<file path="src/rtl/regfile_pkg.sv">
// Shared constants, init-state encoding and port-slice helper for the register file.
package regfile_pkg;

    // Init pattern selectors
    localparam int unsigned INIT_ZERO  = 0;
    localparam int unsigned INIT_INDEX = 1;

    // Init engine states
    typedef enum logic {
        ST_IDLE = 1'b0,
        ST_INIT = 1'b1
    } init_state_e;

    // Low bit of slice k in a packed vector of w-bit port fields
    function automatic int unsigned slice_lo(input int unsigned k, input int unsigned w);
        return k * w;
    endfunction

endpackage

</file>
<file path="src/rtl/regfile_init_seq.sv">
// Sequential init engine: walks every entry once, one write per cycle.
module regfile_init_seq
    import regfile_pkg::*;
#(
    parameter int unsigned DATA_WIDTH = 32,
    parameter int unsigned DEPTH      = 32,
    parameter int unsigned ADDR_SIZE  = 5,
    parameter int unsigned INIT_MODE  = 1
) (
    input  logic                  clk,
    input  logic                  rst,
    input  logic                  init_req_i,
    output logic                  init_busy_o,
    output logic                  init_done_o,
    output logic [ADDR_SIZE-1:0]  init_waddr_o,
    output logic [DATA_WIDTH-1:0] init_wdata_o
);

    localparam logic [ADDR_SIZE-1:0] LAST_IDX = ADDR_SIZE'(DEPTH - 1);

    init_state_e          state_q;
    logic [ADDR_SIZE-1:0] cnt_q;
    logic                 busy_q;
    logic                 done_q;

    // Init FSM, entry counter and status flags; reset always restarts the walk
    always_ff @(posedge clk) begin
        if (!rst) begin
            state_q <= ST_INIT;
            cnt_q   <= '0;
            busy_q  <= 1'b1;
            done_q  <= 1'b0;
        end else begin
            done_q <= 1'b0;
            case (state_q)
                ST_IDLE: begin
                    if (init_req_i) begin
                        state_q <= ST_INIT;
                        cnt_q   <= '0;
                        busy_q  <= 1'b1;
                    end
                end
                ST_INIT: begin
                    if (cnt_q == LAST_IDX) begin
                        state_q <= ST_IDLE;
                        busy_q  <= 1'b0;
                        done_q  <= 1'b1;
                    end else begin
                        cnt_q <= cnt_q + ADDR_SIZE'(1);
                    end
                end
                default: state_q <= ST_IDLE;
            endcase
        end
    end

    assign init_busy_o  = busy_q;
    assign init_done_o  = done_q;
    assign init_waddr_o = cnt_q;
    assign init_wdata_o = (INIT_MODE == INIT_INDEX) ? DATA_WIDTH'(cnt_q) : '0;

endmodule

</file>
<file path="src/rtl/regfile_mp.sv">
// Multi-port register file: NUM_RD combinational reads, two write ports,
// optional same-cycle bypass, hardwired zero entry and sequential init.
module regfile_mp
    import regfile_pkg::*;
#(
    parameter int unsigned DATA_WIDTH = 32,
    parameter int unsigned DEPTH      = 32,
    parameter int unsigned ADDR_SIZE  = 5,
    parameter int unsigned NUM_RD     = 2,
    parameter int unsigned ZERO_REG   = 1,
    parameter int unsigned BYPASS     = 1,
    parameter int unsigned INIT_MODE  = 1
) (
    input  logic                           clk,
    input  logic                           rst,
    input  logic                           we0,
    input  logic [ADDR_SIZE-1:0]           waddr0,
    input  logic [DATA_WIDTH-1:0]          wdata0,
    input  logic                           we1,
    input  logic [ADDR_SIZE-1:0]           waddr1,
    input  logic [DATA_WIDTH-1:0]          wdata1,
    input  logic [NUM_RD*ADDR_SIZE-1:0]    rd_addr,
    output logic [NUM_RD*DATA_WIDTH-1:0]   rd_data,
    input  logic                           init_req,
    output logic                           init_busy,
    output logic                           init_done,
    output logic                           wr_drop
);

    localparam int unsigned AW1 = ADDR_SIZE + 1;

    logic [DATA_WIDTH-1:0] mem_q [DEPTH];

    logic                  init_busy_w;
    logic [ADDR_SIZE-1:0]  init_waddr_w;
    logic [DATA_WIDTH-1:0] init_wdata_w;

    logic acc0_c;
    logic acc1_c;
    logic collide_c;
    logic wr_drop_d;
    logic wr_drop_q;

    // Address lies inside the implemented storage
    function automatic logic addr_ok(input logic [ADDR_SIZE-1:0] a);
        return {1'b0, a} < AW1'(DEPTH);
    endfunction

    // Address is the hardwired zero entry
    function automatic logic is_zero(input logic [ADDR_SIZE-1:0] a);
        return (ZERO_REG != 0) && (a == '0);
    endfunction

    regfile_init_seq #(
        .DATA_WIDTH (DATA_WIDTH),
        .DEPTH      (DEPTH),
        .ADDR_SIZE  (ADDR_SIZE),
        .INIT_MODE  (INIT_MODE)
    ) u_init_seq (
        .clk          (clk),
        .rst          (rst),
        .init_req_i   (init_req),
        .init_busy_o  (init_busy_w),
        .init_done_o  (init_done),
        .init_waddr_o (init_waddr_w),
        .init_wdata_o (init_wdata_w)
    );

    // Write acceptance and drop detection; port 1 wins a same-address collision
    always_comb begin
        acc0_c    = 1'b0;
        acc1_c    = 1'b0;
        collide_c = 1'b0;
        wr_drop_d = 1'b0;
        if (init_busy_w) begin
            wr_drop_d = we0 | we1;
        end else begin
            collide_c = we0 && we1 && (waddr0 == waddr1);
            acc1_c    = we1 && addr_ok(waddr1) && !is_zero(waddr1);
            acc0_c    = we0 && addr_ok(waddr0) && !is_zero(waddr0) && !collide_c;
            wr_drop_d = (we0 && !addr_ok(waddr0))
                     || (we1 && !addr_ok(waddr1))
                     || (collide_c && addr_ok(waddr0) && !is_zero(waddr0));
        end
    end

    // Storage update: init engine has priority, storage is never bulk-reset
    always_ff @(posedge clk) begin
        if (rst) begin
            if (init_busy_w) begin
                mem_q[init_waddr_w] <= init_wdata_w;
            end else begin
                if (acc0_c) mem_q[waddr0] <= wdata0;
                if (acc1_c) mem_q[waddr1] <= wdata1;
            end
        end
    end

    // Drop pulse register
    always_ff @(posedge clk) begin
        if (!rst) wr_drop_q <= 1'b0;
        else      wr_drop_q <= wr_drop_d;
    end

    // Per-port combinational read with zero, range, bypass priority
    for (genvar k = 0; k < int'(NUM_RD); k++) begin : g_rd
        localparam int unsigned ALO = slice_lo(k, ADDR_SIZE);
        localparam int unsigned DLO = slice_lo(k, DATA_WIDTH);

        logic [ADDR_SIZE-1:0]  ra;
        logic [DATA_WIDTH-1:0] rv;

        assign ra = rd_addr[ALO +: ADDR_SIZE];

        // Read mux for this port
        always_comb begin
            rv = '0;
            if (init_busy_w) begin
                rv = '0;
            end else if (is_zero(ra)) begin
                rv = '0;
            end else if (!addr_ok(ra)) begin
                rv = '0;
            end else if ((BYPASS != 0) && acc1_c && (waddr1 == ra)) begin
                rv = wdata1;
            end else if ((BYPASS != 0) && acc0_c && (waddr0 == ra)) begin
                rv = wdata0;
            end else begin
                rv = mem_q[ra];
            end
        end

        assign rd_data[DLO +: DATA_WIDTH] = rv;
    end

    assign init_busy = init_busy_w;
    assign wr_drop   = wr_drop_q;

endmodule

</file>
<file path="config.mk">
export PLATFORM = sky130hd
export DESIGN_NAME = regfile_mp
export DESIGN_NICKNAME = d
export VERILOG_FILES = /design/src/rtl/regfile_pkg.sv /design/src/rtl/regfile_init_seq.sv /design/src/rtl/regfile_mp.sv
export SDC_FILE = /design/constraint.sdc
export NUM_CORES = 2
export LEC_CHECK = 0
export CORE_MARGIN = 2
export CORE_UTILIZATION = 45
export DETAILED_ROUTE_END_ITERATION = 12
export DONT_BUFFER_PORTS = 1
export PLACE_DENSITY = 0.7
export REMOVE_ABC_BUFFERS = 1
export SETUP_SLACK_MARGIN = 0.2
export SYNTH_ARGS = -nofsm -noshare
export SYNTH_HDL_FRONTEND = slang
export SYNTH_SLANG_ARGS = --single-unit
</file>
<file path="constraint.sdc">
create_clock -name clk -period 6.16 [get_ports clk]
set_clock_uncertainty 0.2 [all_clocks]
set_input_delay 0.924 -clock clk [delete_from_list [all_inputs] [get_ports clk]]
set_output_delay 0.924 -clock clk [all_outputs]
set_load 0.02 [all_outputs]
</file>
Word-level counts from Yosys, hierarchy flattened. Memories as Yosys holds them, arrays and structs flattened. Cells that the tools add are included.

Add/sub/neg operators: 1. Magnitude comparators: 0. Muxes and demuxes: 35. Reductions and logical operators: 21. Equality and inequality tests: 9. Bitwise operators: 2. Shift operators: 0. Div/mod/pow operators: 0. $mul: 0.

Operators with widths (number): 32-bit two-way mux (9); 32-bit OR reduction (1); 5-bit == test (5); 5-bit logical NOT (4); 1-bit two-way mux (20); 5-bit two-way mux (3); 1-bit logical AND (10); 5-bit case mux with 2 select lines (1); 2-bit != test, second input constant (3); 2-bit AND reduction (3); 5-bit by 1-bit adder with 5-bit output, second input constant (1); 5-bit == test, second input constant (1); 1-bit case mux with 2 select lines (2); 1-bit logical NOT (3); 1-bit NOT (1); 1-bit bitwise OR (1).

Register bits after elaboration: 9. Output and inout port bits: 67. Input bits: 89. Bits in read-only memories: 0. Latch bits: 0. Bits in writable memories: 1024. Memories: 1.

Memories: mem_q (depth 32, width 32, rd ports 2, clocked after memory_dff 0, wr ports 2, RTL line regfile_mp.sv:32) `logic [DATA_WIDTH-1:0] mem_q [DEPTH];`.

Logic depth before layout (Yosys ltp).
Depth after elaboration: 11. Mapped depth: 10.

Hierarchy. From an unflattened synthesis, not the netlist that was laid out.

Cells, all modules: 3790. Area total of the unflattened synthesis: 61248.7 um^2.

Modules (own cells, without submodules): regfile_mp (cells each 3717, times used 1, area an instance 60616.9 um^2, seq. area each 30769.5 um^2); regfile_init_seq (cells each 73, times used 1, area an instance 631.9 um^2, seq. area each 160.2 um^2).

Least setup slack after synthesis. No wires, ideal clock.

Path kind: input to register. Start: input waddr0[0]. End: memory mem_q[3][0], enable pin. Cell stages on the path: 8. Setup time: 466 ps. Data required time: 5494 ps. Slack: 693 ps. Arrival time: 4801 ps. Buffers on the path: 3. Cells stage by stage: buf_2 xor2_1 nor4_4 a211oi_4 buf_6 buf_6 mux2_2 o21ai_0.

RTL lines: start, declared (RTL line regfile_mp.sv:17) `input logic [ADDR_SIZE-1:0] waddr0,`; end, declared (RTL line regfile_mp.sv:32).

Final worst setup path.
Start: register u_init_seq.busy_q (netlist: u_init_seq.init_busy_o). End: output rd_data[25].

Longest elaborated chain between the ends: 6. Elaborated cells on any way between the ends: 8.

Ends and longest elaborated chain: start, declared (RTL line regfile_init_seq.sv:23) `logic busy_q;`; start signal, assigned (RTL line regfile_init_seq.sv:31) `busy_q <= 1'b1;`; start signal, assigned (RTL line regfile_init_seq.sv:40) `busy_q <= 1'b1;`; start signal, assigned (RTL line regfile_init_seq.sv:46) `busy_q <= 1'b0;`; 1-bit two-way mux (RTL line regfile_mp.sv:75) `if (init_busy_w) begin`; 1-bit logical AND (RTL line regfile_mp.sv:126) `end else if ((BYPASS != 0) && acc0_c && (waddr0 == ra)) begin`; 32-bit two-way mux (RTL line regfile_mp.sv:126); 32-bit two-way mux (RTL line regfile_mp.sv:124) `end else if ((BYPASS != 0) && acc1_c && (waddr1 == ra)) begin`; 32-bit two-way mux (RTL line regfile_mp.sv:120) `end else if (is_zero(ra)) begin`; 32-bit two-way mux (*) (RTL line regfile_mp.sv:118) `if (init_busy_w) begin`; end, declared (RTL line regfile_mp.sv:23) `output logic [NUM_RD*DATA_WIDTH-1:0] rd_data,`.

Mark *: on every way between the ends. The rest lies on a longest branch, timed or not.

==> flow_summary.json <==
{
  "status": "completed",
  "clkSlewWorstSetupHoldPaths_ps": 60,
  "cts-root-buf": "clkbuf_16",
  "antenna_found_initial": 1,
  "cp_slowest_cell": "o21ba_2",
  "m1WireLength_mm": 70.0,
  "cp.required_ps": 5040,
  "clock_latency_ps": 710,
  "path_cells": "inv_1, o211ai_2, a21o_1, o21ba_2, buf_4, a221o_1",
  "worst_slew_pin_slew_ps": 1440,
  "highest_layer": "met5",
  "synth_ff_type": "edfxtp_1",
  "hold_viol_final": 0,
  "avgSynthCellArea_um2": 13.8,
  "drv_cap": 0,
  "cts_num_sinks": 1033,
  "hpwl_mm": 116,
  "setup-violations-final": 0,
  "row_count": 133,
  "grt_pass1_vias": 40300,
  "max_freq_mhz": 212,
  "die_area_um2": 135000,
  "cts.path.max_buffers": 3,
  "ys_top_cells_by_area": "edfxtp_1 52%, mux4_2 19%, mux2_2 9.1%",
  "crit_arrival_ps": 3600,
  "antenna_left": 0,
  "wl_per_cell_um": 33.7,
  "ir_worst_vdd_mv": 0.205,
  "synth_area_um2": 59600,
  "grtUsageTotal": 0.287,
  "ys_warn_count": 0,
  "ys_types": 57,
  "rsz0062_at_grt": "no",
  "initial_core_util": 0.454,
  "grt_pass1_wl_mm": 283,
  "grt_max_degree": 260,
  "synth_top_area_frac": 0.516,
  "routed_wl_mm": 197,
  "cts_tree": "built",
  "path_delay_family": "compound AO/OA/AOI/OAI gates",
  "synthToLayoutAreaGrowth_pct": 8.16,
  "power_density_nw_per_um2": 236,
  "die_h_um": 368,
  "ys_seq_area_frac": 0.519,
  "worst-setup-path-type": "register to primary output",
  "drcViolationCount": 0,
  "cpPeakStageDelay_ps": 630,
  "timing.final.crit_share": 0.767,
  "vias": 40700,
  "synth_edf_count": 1024,
  "slew-limit-headroom": 0.0383,
  "min_period_ps": 4720,
  "first_pass_iters": 5,
  "place.gp.congestion": 0.877,
  "crit_path_end_kind": "primary output",
  "numPortBuffers": 0,
  "drtIter0Drc": 6158,
  "io-pin-count": 156,
  "die_w_um": 368,
  "worst-path-buf-inv": 2,
  "numCtsBuffers": 111,
  "synth_seq_cells": 1033,
  "maxSlewViolCount": 0,
  "cts.repair.resized": 0,
  "startpoint_type": "register",
  "viasPerCell": 6.95,
  "hold_path_class": "input pin to register",
  "final_common_cell": "edfxtp_1",
  "critPathMaxFanout": 17,
  "p_leak_nw": 19.1,
  "cts_max_level": 3,
  "coreArea_um2": 131000,
  "hold_buffers": 0,
  "drive_gt1_frac": 0.338,
  "fin_nets": 4099,
  "wl_met2_mm": 93.2,
  "layout_common_cells": "1024 x edfxtp_1, 548 x nand2_1, 518 x o21ai_0",
  "wl_met3_mm": 23.6,
  "post-cts-setup-buffers": 0,
  "syn_inst": 4336,
  "hold_ws_ps": 70.2,
  "yosys.area.top_type": "edfxtp_1",
  "async_flop_share": 0,
  "grt-ovfl-total": 0,
  "fin_util": 0.491
}
[Yosys cell counts, drive strengths merged, types with 21 or more instances]
library cell	n
edfxtp	1024
nand2	562
o21ai	531
mux4	512
mux2	485
clkbuf	376
o22ai	264
buf	184
nor4	66
and2	65
a221o	64
inv	32
nor2	21
[worst paths after layout]
kind | from | to | depth (start not counted) | slack, ps
worst max-delay path | u_init_seq.init_busy_o | rd_data[25] | 6 | 1440
worst min-delay path | rst | u_init_seq.init_busy_o | 1 | 70
worst max register to register | u_init_seq.init_busy_o | mem_q[3][28] | 6 | 1950
worst min register to register | u_init_seq.state_q | u_init_seq.init_done_o | 2 | 390
[where the power goes]
group	switching (mW)	internal [mW]	leakage [nW]
Sequential	0.0247	7.68	8.17
Clock	2.91	3.90	1.79
Combinational	0.317	0.367	9.11
[logic make-up (layout without fill, tap and decap cells)]
kind of cell	after synthesis	in the layout	share of synthesized area
adder cells (fa/ha/maj)	2	2	0.000420
flip-flops	1033	1033	0.519
XOR/XNOR	25	25	0.00367
AND/OR/NAND/NOR	789	789	0.0589
multiplexers	1001	1001	0.286
buffers and inverters	593	360	0.0443
AO/OA/AOI/OAI	893	893	0.0880
other	0	5	0
[registers in the layout (all words and copies together), names as in the netlist]
name / count
mem_q: 1024
u_init_seq.init_busy_o: 1
u_init_seq.init_done_o: 1
u_init_seq.init_waddr_o: 5
u_init_seq.state_q: 1
wr_drop: 1
[final cells by class]
cell class                      instances  area (µm²)
Sequential cell                      1033       30900
Tap cell                             1755        2200
Inverter                               33         124
Clock inverter                         70         664
Clock buffer                          138        2990
Timing Repair Buffer                  119         931
Multi-Input combinational cell       2710       26600
Antenna cell                            5        12.5
Fill cell                           11000       67000
[routing by layer]
layer | global-route usage | vias up
li1 | - | 16600
met1 | 0.374 | 20600
met2 | 0.455 | 3010
met3 | 0.0646 | 584
met4 | 0.138 | 2
met5 | 0 | -
[through the flow]
step / power, mW / cells / worst slack (ps) / area, µm² / setup TNS, ps
after global routing: 15.5 / 5858 / 1270 / 64500 / 0
after detailed placement: 8.52 / 5650 / 1460 / 60800 / 0
final: 15.2 / 5863 / 1440 / 64500 / 0
after CTS: 15.2 / 5858 / 1380 / 64500 / 0
after global placement: 8.51 / 5650 / 1510 / 60800 / 0
after floorplan: 8.31 / 3776 / -649 / 57100 / -20770
(Power assumes the default switching activity.)
